`config.mk`:
```
export PLATFORM = sky130hd
export DESIGN_NAME = plc_deserializer
export DESIGN_NICKNAME = d
export VERILOG_FILES = /design/src/rtl/plc_pkg.sv /design/src/rtl/plc_word_buf.sv /design/src/rtl/plc_deserializer.sv
export SDC_FILE = /design/constraint.sdc
export NUM_CORES = 1
export LEC_CHECK = 0
export ABC_AREA = 1
export CORE_MARGIN = 2
export CORE_UTILIZATION = 40
export CTS_CLUSTER_DIAMETER = 60
export CTS_CLUSTER_SIZE = 24
export DETAILED_ROUTE_END_ITERATION = 7
export PLACE_DENSITY = 0.7
export SYNTH_ARGS = -nofsm -noshare
export SYNTH_HDL_FRONTEND = slang
export SYNTH_SLANG_ARGS = --single-unit
```
`constraint.sdc`:
```
create_clock -name clk -period 1.2 [get_ports clk]
set_clock_uncertainty 0.05 [all_clocks]
set_input_delay 0.12 -clock clk [delete_from_list [all_inputs] [get_ports clk]]
set_output_delay 0.12 -clock clk [all_outputs]
set_load 0.005 [all_outputs]
```
`src/rtl/plc_pkg.sv`:
```
// Shared definitions for the PLC link: receive FSM states, line levels and
// default frame width.
package plc_pkg;

  typedef enum logic [1:0] {
    IDLE = 2'd0,
    DATA = 2'd1,
    STOP = 2'd2
  } plc_rx_state_t;

  localparam logic PLC_IDLE_LEVEL  = 1'b1;
  localparam logic PLC_START_LEVEL = 1'b0;
  localparam logic PLC_STOP_LEVEL  = 1'b1;

  localparam int unsigned PLC_DEFAULT_DATA_BITS = 8;

endpackage : plc_pkg

```
`src/rtl/plc_word_buf.sv`:
```
// Single-entry valid/ready holding register. A load into a full register that
// is not being consumed on the same edge is dropped and flagged as overrun.
module plc_word_buf #(
  parameter int unsigned WIDTH = 8
) (
  input  logic             clk,
  input  logic             rst,
  input  logic             load_i,
  input  logic [WIDTH-1:0] data_i,
  input  logic             ready_i,
  output logic [WIDTH-1:0] data_o,
  output logic             valid_o,
  output logic             overrun_o
);

  logic [WIDTH-1:0] data_q, data_d;
  logic             valid_q, valid_d;
  logic             overrun_q, overrun_d;
  logic             consume;

  assign consume = valid_q && ready_i;

  // Consume and load on the same edge frees and refills the slot at once.
  always_comb begin
    data_d    = data_q;
    valid_d   = valid_q;
    overrun_d = 1'b0;
    if (load_i && (!valid_q || consume)) begin
      data_d  = data_i;
      valid_d = 1'b1;
    end else if (load_i) begin
      overrun_d = 1'b1;
    end else if (consume) begin
      valid_d = 1'b0;
    end
  end

  always_ff @(posedge clk) begin
    if (rst) begin
      data_q    <= '0;
      valid_q   <= 1'b0;
      overrun_q <= 1'b0;
    end else begin
      data_q    <= data_d;
      valid_q   <= valid_d;
      overrun_q <= overrun_d;
    end
  end

  assign data_o    = data_q;
  assign valid_o   = valid_q;
  assign overrun_o = overrun_q;

endmodule : plc_word_buf

```
`src/rtl/plc_deserializer.sv`:
```
// Receive side of the PLC link: start/stop framed, LSB-first serial line in,
// parallel words out through a single-entry valid/ready register.
module plc_deserializer
  import plc_pkg::*;
#(
  parameter int unsigned DATA_BITS = PLC_DEFAULT_DATA_BITS
) (
  input  logic                 clk,
  input  logic                 rst,
  input  logic                 srl_in,
  output logic [DATA_BITS-1:0] prl_out,
  output logic                 valid_out,
  input  logic                 ready_in,
  output logic                 frame_err,
  output logic                 overrun
);

  localparam int unsigned           CNT_W    = $clog2(DATA_BITS);
  localparam logic [CNT_W-1:0]      CNT_LAST = CNT_W'(DATA_BITS - 1);

  plc_rx_state_t        state_q;
  logic [CNT_W-1:0]     cnt_q;
  logic [DATA_BITS-1:0] shreg_q;
  logic                 frame_err_q;
  logic                 word_load;

  // A good stop bit hands the word to the output register on that same edge.
  assign word_load = (state_q == STOP) && (srl_in == PLC_STOP_LEVEL);

  always_ff @(posedge clk) begin
    if (rst) begin
      state_q     <= IDLE;
      cnt_q       <= '0;
      shreg_q     <= '0;
      frame_err_q <= 1'b0;
    end else begin
      frame_err_q <= 1'b0;
      case (state_q)
        IDLE: begin
          if (srl_in == PLC_START_LEVEL) begin
            cnt_q   <= '0;
            state_q <= DATA;
          end
        end
        DATA: begin
          shreg_q <= {srl_in, shreg_q[DATA_BITS-1:1]};
          if (cnt_q == CNT_LAST) begin
            state_q <= STOP;
          end else begin
            cnt_q <= cnt_q + CNT_W'(1);
          end
        end
        STOP: begin
          frame_err_q <= (srl_in != PLC_STOP_LEVEL);
          state_q     <= IDLE;
        end
        default: state_q <= IDLE;
      endcase
    end
  end

  plc_word_buf #(
    .WIDTH(DATA_BITS)
  ) u_word_buf (
    .clk      (clk),
    .rst      (rst),
    .load_i   (word_load),
    .data_i   (shreg_q),
    .ready_i  (ready_in),
    .data_o   (prl_out),
    .valid_o  (valid_out),
    .overrun_o(overrun)
  );

  assign frame_err = frame_err_q;

endmodule : plc_deserializer

```
======== Word-level counts from Yosys, hierarchy flattened ========
Index checks and enable logic that the tools add are counted.
operators by class
  reduce and logical (&&, ||, !) cells .... 13
  muxes and demuxes ....................... 10
  add/subtract/negate cells ............... 1
  eq/ne operators ......................... 7
  bitwise gates (word level) .............. 2
operators by type and width
  kind                                           count
  != test 2 bit, second input constant           4
  2-to-1 mux 3 bit                               2
  case mux 3 bit (2 select lines)                1
  2-to-1 mux 1 bit                               4
  2-to-1 mux 2 bit                               2
  case mux 2 bit (2 select lines)                1
  AND reduction 2 bit                            2
  nonzero test 2 bit                             2
  OR reduction 2 bit                             2
  adder 3 x 1 -> 3 bit, second input constant    1
  == test 3 bit, second input constant           1
  logical AND 1 bit                              3
  AND reduction 3 bit                            1
  == test 2 x 1 -> 1 bit, second input constant  1
  == test 2 bit, second input constant           1
  logical NOT 2 bit                              1
  inverter 1 bit                                 2
  logical NOT 1 bit                              1
  logical OR 1 bit                               1
storage, ports and cells
  register bits ........................... 24
  bits of input ports ..................... 4
  output and inout bits ................... 11

======== Logic depth before layout (Yosys ltp) ========
Gate-level depths: netlist of the first run.
  depth in word-level cells ............... 5
  mapped depth ............................ 7

======== Modules after synthesis ========
From an unflattened synthesis of the first run, not the netlist that was laid out.
unflattened totals
  cell total of the unflattened synthesis .. 135
  area, all modules ....................... 1021.0 um2
by module, submodules not included
  module            instances  cells each  sequential area each (um2)  area each (um2)
  plc_deserializer  1          76          280.3                       565.5
  plc_word_buf      1          59          200.2                       455.4

======== Worst setup path after synthesis of the first run ========
Ideal clock, no wire load.
  path kind ............................... register to register
  start ................................... register cnt_q[0]
  end ..................................... register cnt_q[1]
  required time ........................... 1.037 ns
  path buffers ............................ 0
  slack ................................... 0.027 ns
  cell stages (with the launch flop) ...... 7
  arrival ................................. 1.010 ns
  cells stage by stage .................... dfxtp_1 ha_1 ha_1 a21oi_1 nand2_1 nor2_1 nor2_1
on the way
  word-level cells in the longest chain between the ends .. 3
  elaborated cells between the ends (all ways) .. 6
  classes of those cells .................. 1 x add/sub; 2 x eq/ne; 2 x mux; 1 x reduce/logical
ends and longest elaborated chain
  element                                                                 RTL line                                        source
  start, declared                                                         plc_deserializer.sv:22                          logic [CNT_W-1:0] cnt_q;
  start signal, assigned                                                  plc_deserializer.sv:50                          cnt_q <= cnt_q + CNT_W'(1);
  adder 3 x 1 -> 3 bit or == test 3 bit (tied branches)                   plc_deserializer.sv:50, plc_deserializer.sv:47
  2-to-1 mux 3 bit or != test 2 bit (tied branches)                       -
  case mux 3 bit (2 select lines) or AND reduction 3 bit (tied branches)  -
Several ways; a longest one is shown, not always the timed one. The select of a mux whose other input is x is not followed.
A chain may end at the register's enable or synchronous reset.

======== Final worst setup path of the first run ========
  start ................................... register cnt_q[0]
  end ..................................... register cnt_q[2]
Same word-level chain as after synthesis.

==> results.md, run 1 <==
- Status: complete, no violations
- Max_slew headroom: 81.1%
- Drt initial violations: 17
- Hold buffer count at CTS: 0
- Largest net degree at the start of global routing: 20
- Synth Instances: 125
- Final WS setup: 0.0136 ns
- Worst path required time: 1.38 ns
- Critical path peak fanout: 4
- Die height: around 54 um
- Power per cell area: 1120 nW/um^2
- Period utilization: ~99%
- Routed Antenna Nets: 0
- Starting density of the core: between 40% and 50%
- Leak: 0.575 nW
- Post-synth top area share: around 48%
- Most used flip-flop cell after synthesis: dfxtp_1
- I/O Buffers: 14
- RR Endpoint: cnt_q[2]$_SDFFE_PP0P_
- Fillers: 224
- Hold path cells: 2
- Max Fclk: 0.843 GHz
- R2R Path Start: cnt_q[0]$_SDFFE_PP0P_
- Min Hold Slack: around 0.41 ns
- Synth-to-Final Area Change: 28.4%
- # diodes: 0
- DR WL/cell: around 11 um
- Crit-path max cell delay: 0.36 ns
- Ys async rst share: 0%
- Vias per cell: around 4.8
- Syn_nets: roughly 130
- Nets: roughly 150
- R2r setup slk: between 0.01 and 0.015 ns
- Tmin final: approximately 1.2 ns
- EDFF count, synth: 0
- Chip width: about 54 um
- Synth area leaders: dfxtp_1, nor2_1, nand2_1
- Die Area: roughly 2900 um^2
- Register area share after synthesis: around half
- Levels on crit path: 6
- Worst path slowest cell: dfxtp_2
- Pre-Repair DR Iteration Count: 4
- # setup viols final: 0
- Min-delay src: shreg_q[0]$_SDFFE_PP0N_
- Largest area contributor in the netlist: dfxtp_1
- Max Cap Violations: 0
- I/O pins: 15
- Fin. Hold Viols: 0
- Vias in the first global route: 712
- Worst-path clk slew: 0.14 ns
- First-pass GRT wire length: around 3000 um
- CTS tree: yes
- Most numerous cell in the Yosys netlist: nor2_1
- Post-DP Area: between 1000 and 1500 um^2
- Reg2Reg Depth: 6
- Vias: around 840
- Hold Path Class: reg2reg
- Cell variety after synth: 22
- Dpl ws: -0.0946 ns
- Share of cells above drive strength 1: 26.9%
- CP top delay family: flip-flops
- Yosys synthesis warning count: 0
- HPWL Detailed: roughly 1300 um
- RSZ-0062 raised after global routing: true
- Root Buffer: clkbuf_4
- Synthesized flop and latch total: 24
- Crit path kind: reg2reg
- Critical Path AT: approximately 1.4 ns
- Global placement routability congestion: between 0.7 and 0.8
- Synth Cell Area: approximately 990 um^2
- Antenna violations before repair: 0
- Peak supply drop: ~0.00079 V
- Most frequent cells after synthesis: nor2_1, dfxtp_1, nand2_1
- Slew @ Worst Pin: 0.282 ns
- CTS Buf Count: 3
- All-Layer GR Usage: 15.0%
- Final wirelength: ~1900 um
- CP Capture Type: register
- H-tree lvl count: 1
- Cell Chain, Critical Path: ha_4 > ha_4 > a21oi_2 > nand2_2 > nor2_1 > nor2_1
- Rows: 18
- Max Buffers Root-to-Sink: 2
- Util after Layout: 53.0%
- Residual DRC: 0
- Core Region: 2410 um^2
- Slew Viols, Final: 0
- Startpoint types: register
- Total gr overflow: 0
- Clk Latency, worst-skew pair: 0.32 ns
- CTS Sinks: 24
- Post-route cell area: 1280 um^2
- Crit path buf inv count: 0
- Post-synthesis area per instance: slightly below 8 um^2
- Hold EP: shreg_q[0]$_SDFFE_PP0N_
[worst max path at each step]
| stage | endpoint | start | slack [ns] |
|---|---|---|---|
| 2_1_floorplan | cnt_q[1]$_SDFFE_PP0P_ | cnt_q[0]$_SDFFE_PP0P_ | 0.03 |
| 3_3_place_gp | u_word_buf.data_o[0]$_SDFFE_PP0P_ | srl_in | -0.07 |
| 3_5_place_dp | cnt_q[0]$_SDFFE_PP0P_ | cnt_q[0]$_SDFFE_PP0P_ | -0.09 |
| 4_1_cts | cnt_q[0]$_SDFFE_PP0P_ | cnt_q[1]$_SDFFE_PP0P_ | 0.003 |
| 5_1_grt | cnt_q[1]$_SDFFE_PP0P_ | cnt_q[0]$_SDFFE_PP0P_ | -0.05 |
| 6_report | cnt_q[2]$_SDFFE_PP0P_ | cnt_q[0]$_SDFFE_PP0P_ | 0.01 |
[worst register-to-register path: cells and delay by family (launching register included)]
kind	cells	cell delay, ns
AO/OA/AOI/OAI	1	0.13
adder cells (fa/ha/maj)	2	0.32
flip-flops	1	0.36
AND/OR/NAND/NOR	3	0.24
[layout make-up]
class / instances / area, um^2 / share of cell area [%]
repair buffers: 20 / 171 / 13.4
clock buffers: 4 / 36.3 / 2.84
flip-flops and latches: 24 / 497 / 38.9
multi-input cells: 80 / 472 / 36.9
well taps: 30 / 37.5 / 2.94
inverters: 17 / 63.8 / 5.00
[power by group]
group          internal (mW)  switching, mW
registers              0.828         0.0249
logic                 0.0597         0.0846
clock network          0.185          0.243
total                   1.07          0.352
[cells in the final DEF, fill, tap and decap left out, types with 3 or more instances in the layout]
master           Yosys  final
dfxtp_1             24     11
nor2_1              26     25
clkdlybuf4s50_1      0      3
a21oi_1              9      8
nand4_1              8      8
inv_1               15     14
dlygate4sd2_1        0     11
nand2_1             16     15
dfxtp_2              0     13
inv_2                2      3
buf_4                0      6
o21ai_0              7      7
clkbuf_4             0      3
[logic make-up (layout without fill, tap and decap cells)]
logic type,Yosys count,in the layout,share of synthesized area [%]
buf+inv,21,41,8.93
fa+ha+maj,2,2,2.52
simple gates,60,60,30.4
compound gates,18,18,9.81
flops,24,24,48.3
[stage by stage]
stage / power (mW) / cells / TNS, ns
6_report: 1.43 / 175 / 0
5_1_grt: 1.50 / 175 / -0.0876
4_1_cts: 1.43 / 175 / 0
3_5_place_dp: 0.998 / 171 / -1.04
3_3_place_gp: 0.991 / 171 / -0.704
2_1_floorplan: 0.960 / 125 / 0
[repair_timing]
item	CTS	global route
resized for setup	28	6
pin swaps	3	4
buffers inserted	0	0
endpoints found under the setup margin	15	20
gates cloned	0	0
[flip-flops by register name, summed over array words and instances, names as in the netlist]
| register | flops |
|---|---|
| shreg_q | 8 |
| u_word_buf.data_o | 8 |
| cnt_q | 3 |
| state_q | 2 |
| frame_err | 1 |
| u_word_buf.overrun_o | 1 |
| u_word_buf.valid_o | 1 |
[metal layers]
layer | routed length, um | GRT usage, % | share of wire [%]
met4 | 10 | 7.69 | 0.53
met5 | 0 | 0 | 0
met1 | 876 | 19.1 | 46
met3 | 70 | 2.50 | 3.7
met2 | 944 | 24.4 | 50
No activity file was read; power rests on OpenSTA's default activity.
==> run 2: changes to the inputs <==
--- a/config.mk
+++ b/config.mk
@@ -8,7 +8,7 @@
 export ABC_AREA = 1
 export CORE_MARGIN = 2
 export CORE_UTILIZATION = 40
-export CTS_CLUSTER_DIAMETER = 60
+export CTS_CLUSTER_DIAMETER = 150
 export CTS_CLUSTER_SIZE = 24
 export DETAILED_ROUTE_END_ITERATION = 7
 export PLACE_DENSITY = 0.7
==> results of run 2 <==
Same layout as run 1: the final DEF is identical, and so are final timing and power.
==> run 3: changes to the inputs <==
--- a/config.mk
+++ b/config.mk
@@ -6,6 +6,7 @@
 export NUM_CORES = 1
 export LEC_CHECK = 0
 export ABC_AREA = 1
+export CAP_MARGIN = 20
 export CORE_MARGIN = 2
 export CORE_UTILIZATION = 40
 export CTS_CLUSTER_DIAMETER = 150
==> results of run 3 <==
Same layout as run 1: the final DEF is identical, and so are final timing and power.
==> patch 1, RTL diff (config.mk and constraints of run 2) <==
Change the package constant `PLC_DEFAULT_DATA_BITS` from 8 to 4.
--- a/src/rtl/plc_pkg.sv
+++ b/src/rtl/plc_pkg.sv
@@ -14,3 +14,3 @@
 
-  localparam int unsigned PLC_DEFAULT_DATA_BITS = 8;
+  localparam int unsigned PLC_DEFAULT_DATA_BITS = 4;
 
Ports: changed (resized prl_out); port bits go from 15 to 11. No check against the original RTL was run, so the function may have changed too.
==> patch 1 against run 2 <==
  * Power is 37% lower
  * Synthesized cell count down 39%
  * Via count decreased by 40%
  * Die area decreased by 34%
  * Routed wire length down 49%
  * Sequential cell count down 9
  * Worst setup slack improved by 0.15 ns
  * Sequential power fell by 38%
  * Area after synthesis decreased by 37%
  * Final cell count decreased by 38%
  * Design area down 38%
  * Highest routed layer unchanged
==> patch 1: results (changes against run 2) <==
[status]
outcome=complete, no violations  ; unchanged

[global_routing]
use_met1_pct=16.71  ; was 19.10%
grt_pass1_vias=453  ; was 712
track_usage_pct=12.55  ; was 15.04%

[placed_design]
place_inst=104  ; was 171
io_buffers=10  ; was 14
gp_congestion=0.8283  ; was 0.7613
placed_area_um2=769.5  ; was 0.001192 mm^2
place_ws_ns=-0.05838  ; was -0.09463 ns

[clock_network]
clkTransAtPathRegs_ns=0.09  ; was 0.14 ns
clk_latency_ns=0.28  ; was 0.32 ns
post_cts_resized=11  ; was 28

[power_and_ir_drop]
power_leakage_nw=0.3691  ; was 0.5747 nW

[detailed_routing]
wl_per_cell_um=8.926  ; was 10.87 um
viasPerCell=4.657  ; was 4.783
drtIter0Drc=6  ; was 17

[layout]
fillCellCount=131  ; was 224
final_nets=98  ; was 152
drive_gt1_share_pct=28.26  ; was 26.90%

[logic_synthesis]
synth_cell_types=19  ; was 22
synthTopCellsByCount=15 x dfxtp_1, 12 x nor2_1, 10 x nand2_1, 8 x inv_1, 5 x a21oi_1  ; was 26 x nor2_1, 24 x dfxtp_1, 16 x nand2_1, 15 x inv_1, 9 x a21oi_1
synth_top_cell_area_share_pct=47.71  ; was 48.30%
synth-seq-area-share_pct=47.71  ; was 48.30%
synth_nets=81  ; was 131

[sta]
slew_headroom_pct=83.48  ; was 81.15%
max_freq_mhz=967.1  ; was 842.9 MHz

[worst_setup_path]
worstSetupStartpoint=state_q[1]  ; was cnt_q[0]
reg2reg_depth=5  ; was 6
cp_data_arrival_time_ns=1.16  ; was 1.37 ns

-- patch 1: cell families (layout without fill, tap and decap cells) --
logic type / Yosys count / after routing / share of synthesized area (%)
compound gates: 10 / 10 / 10.34
fa+ha+maj: 1 / 1 / 1.988
buf+inv: 14 / 30 / 11.33
flops: 15 / 15 / 47.71
simple gates: 36 / 36 / 28.63
-- patch 1: through the flow --
stage	TNS (ns)	hold WS, ns	power [mW]	util (%)
3_5_place_dp	-0.2196	0.4092	0.6346	51.68
2_1_floorplan	0	0.1391	0.6028	-
4_1_cts	0	0.4212	0.9059	53.19
5_1_grt	0	0.4449	0.9487	53.19
6_report	0	0.4190	0.8995	53.19
3_3_place_gp	-0.1243	0.4001	0.6323	51.68
-- patch 1: power by group through the flow --
stage | clock network [mW] | registers (mW) | logic (mW)
4_1_cts | 0.283 | 0.525 | 0.0980
3_3_place_gp | 0 | 0.536 | 0.0959
2_1_floorplan | 0 | 0.535 | 0.0677
6_report | 0.278 | 0.525 | 0.0971
5_1_grt | 0.310 | 0.527 | 0.112
3_5_place_dp | 0 | 0.537 | 0.0979
-- patch 1: worst max-delay path, stage by stage, from the launching register on --
cell and delay [ns]:
dfxtp_1 0.37, inv_2 0.07, nor2_1 0.21, nand4_1 0.11
nand2_1 0.08, nor2_1 0.04
-- patch 1: worst min path at each step --
| stage | start | to | slack [ns] | cells past startpoint |
|---|---|---|---|---|
| after CTS | shreg_q[0] | shreg_q[0] | 0.42 | 2 |
| final | shreg_q[0] | shreg_q[0] | 0.42 | 2 |
| after detailed placement | shreg_q[0] | shreg_q[0] | 0.41 | 2 |
| after floorplan | rst | u_word_buf.valid_o | 0.14 | 1 |
| after global placement | shreg_q[0] | shreg_q[0] | 0.40 | 2 |
| after global routing | shreg_q[0] | shreg_q[0] | 0.44 | 2 |
-- patch 1: layout make-up --
type                            instances  share of cell area (%)
Clock buffer                            4                   3.318
Inverter                               11                   5.213
Multi-Input combinational cell         47                   32.54
Sequential cell                        15                   38.55
Tap cell                               16                   2.528
Timing Repair Buffer                   15                   17.85
-- patch 1: routing by layer --
metal  routed length, um  vias to the layer above
li1                    -                      273
met1                 477                      217
met2                 420                       11
met3                  56                        2
met4                   9                        0
met5                   0                        -
==> patch 2, RTL diff (flow settings as in run 2) <==
Made on the original files. Encoding of `plc_rx_state_t`: now one-hot (3 bits for 3 states).
--- a/src/rtl/plc_pkg.sv
+++ b/src/rtl/plc_pkg.sv
@@ -4,6 +4,6 @@
 
-  typedef enum logic [1:0] {
-    IDLE = 2'd0,
-    DATA = 2'd1,
-    STOP = 2'd2
+  typedef enum logic [2:0] {
+    IDLE = 3'b001,
+    DATA = 3'b010,
+    STOP = 3'b100
   } plc_rx_state_t;
Formal check against the unedited RTL: same outputs for any inputs over 10 cycles, from zero or initial values and one cycle with rst high; not proved beyond that.
==> patch 2 against run 2 <==
  * Synthesized cell count grew 6.4%
  * Routed wire length grew 10%
  * Power grew 2.4%
  * Area after synthesis grew 1.6%
  * Worst setup slack gained 0.0074 ns
  * Design area grew 7.1%
  * Sequential cell count grew 1
  * Utilization grew 3.3 points
  * Largest power group unchanged
==> patch 2: results (changes against run 2) <==
[sta]
holdWs_ns=0.4166  ; was 0.4132 ns
setup_tns_ns=0  ; unchanged

[layout]
fillCellCount=218  ; was 224
drive_gt1_share_pct=29.11  ; was 26.90%
buffers=26  ; was 20
nMultiInputCombCells=82  ; was 80
buf_share_pct=16.73  ; was 13.42%
final-clk-cell-share_pct=1.920  ; was 2.840%
design_area_mm2=0.001369  ; was 0.001277 mm^2
sh_seq_area_pct=37.84  ; was 38.88%
final_nets=165  ; was 152

[power_and_ir_drop]
peakVddDrop_v=0.001028  ; was 0.0007884 V
switching_share_pct=25.56  ; was 24.72%
power_leakage_nw=0.6047  ; was 0.5747 nW

[placed_design]
place_ws_ns=-0.1936  ; was -0.09463 ns
placed_area_mm2=0.001244  ; was 0.001192 mm^2
place_inst=180  ; was 171
hpwl_mm=1.409  ; was 1.326 mm
gp_congestion=0.7144  ; was 0.7613

[global_routing]
met2_usage_pct=31.73  ; was 24.39%
grt_pass1_wl_mm=3.463  ; was 3.070 mm
use_met1_pct=17.04  ; was 19.10%
track_usage_pct=16.39  ; was 15.04%
grt_pass1_vias=855  ; was 712
use_met3_pct=5.738  ; was 2.500%

[worst_setup_path]
cp_max_fo=7  ; was 4
cp_data_arrival_time_ns=1.35  ; was 1.37 ns
r2r_start=cnt_q[0]  ; unchanged

[status]
outcome=complete, no violations  ; unchanged

[logic_synthesis]
syn_avg_cell_area_um2=7.601  ; was 7.958 um^2
synth_cell_types=18  ; was 22
synth_area_leaders=dfxtp_1 50%, nor2_1 8.2%, a21oi_1 6.9%  ; was dfxtp_1 48%, nor2_1 9.8%, nand2_1 6.0%
synth-seq-area-share_pct=49.50  ; was 48.30%
synthTopCellsByCount=25 x dfxtp_1, 22 x nor2_1, 18 x inv_1, 14 x a21oi_1, 14 x nand2_1  ; was 26 x nor2_1, 24 x dfxtp_1, 16 x nand2_1, 15 x inv_1, 9 x a21oi_1
yosys_warnings=0  ; unchanged
synth_nets=139  ; was 131

[detailed_routing]
wl_per_cell_um=11.14  ; was 10.87 um
drtIter0Drc=29  ; was 17
vias=932  ; was 837
finalWirelength_mm=2.095  ; was 1.902 mm

[worst_hold_path]
whs_endpoint=shreg_q[0]  ; unchanged
hold_path_startpoint=shreg_q[0]  ; unchanged

[floorplan]
taps=30  ; unchanged

## patch 2: cell types whose count changed in the layout (fill, tap and decap cells not counted), sizes merged
cell	run 2	this run
nor2	28	25
nand2	17	14
buf	6	12
inv	17	21
nand3b	3	0
dfxtp	24	25
nand4	8	10
o21ai	8	9
nand3	1	5
a21oi	10	14
## patch 2: cells by family after synthesis
logic type      after synthesis  synth area share [%]
buf+inv                      26                 10.02
simple gates                 57                 26.61
fa+ha+maj                     2                 2.475
flops                        25                 49.50
compound gates               23                 11.39
## patch 2: worst max path at each step
stage / from / end / slack (ns)
2_1_floorplan: cnt_q[0] / cnt_q[0] / 0.01
3_3_place_gp: srl_in / cnt_q[0] / -0.12
3_5_place_dp: srl_in / cnt_q[2] / -0.19
4_1_cts: state_q[1] / cnt_q[1] / 0.003
5_1_grt: cnt_q[0] / cnt_q[0] / -0.03
6_report: cnt_q[0] / cnt_q[2] / 0.02
## patch 2: metal layers
| metal | routed length, um | vias up |
|---|---|---|
| li1 | - | 478 |
| met1 | 925 | 436 |
| met2 | 1076 | 16 |
| met3 | 74 | 2 |
| met4 | 19 | 0 |
| met5 | 0 | - |
## patch 2: power by group through the flow
| stage | Sequential, mW | Clock (mW) | Combinational [mW] |
|---|---|---|---|
| 4_1_cts | 0.890 | 0.382 | 0.194 |
| 3_3_place_gp | 0.899 | 0 | 0.152 |
| 6_report | 0.893 | 0.363 | 0.204 |
| 2_1_floorplan | 0.897 | 0 | 0.110 |
| 3_5_place_dp | 0.901 | 0 | 0.161 |
| 5_1_grt | 0.896 | 0.413 | 0.231 |
## patch 2: what timing repair did
action / in CTS / in global routing
setup buffers: 3 / 1
hold endpoints to repair: 0 / 0
pin swaps: 5 / 4
gates resized for setup: 34 / 5
endpoints found under the setup margin: 15 / 20
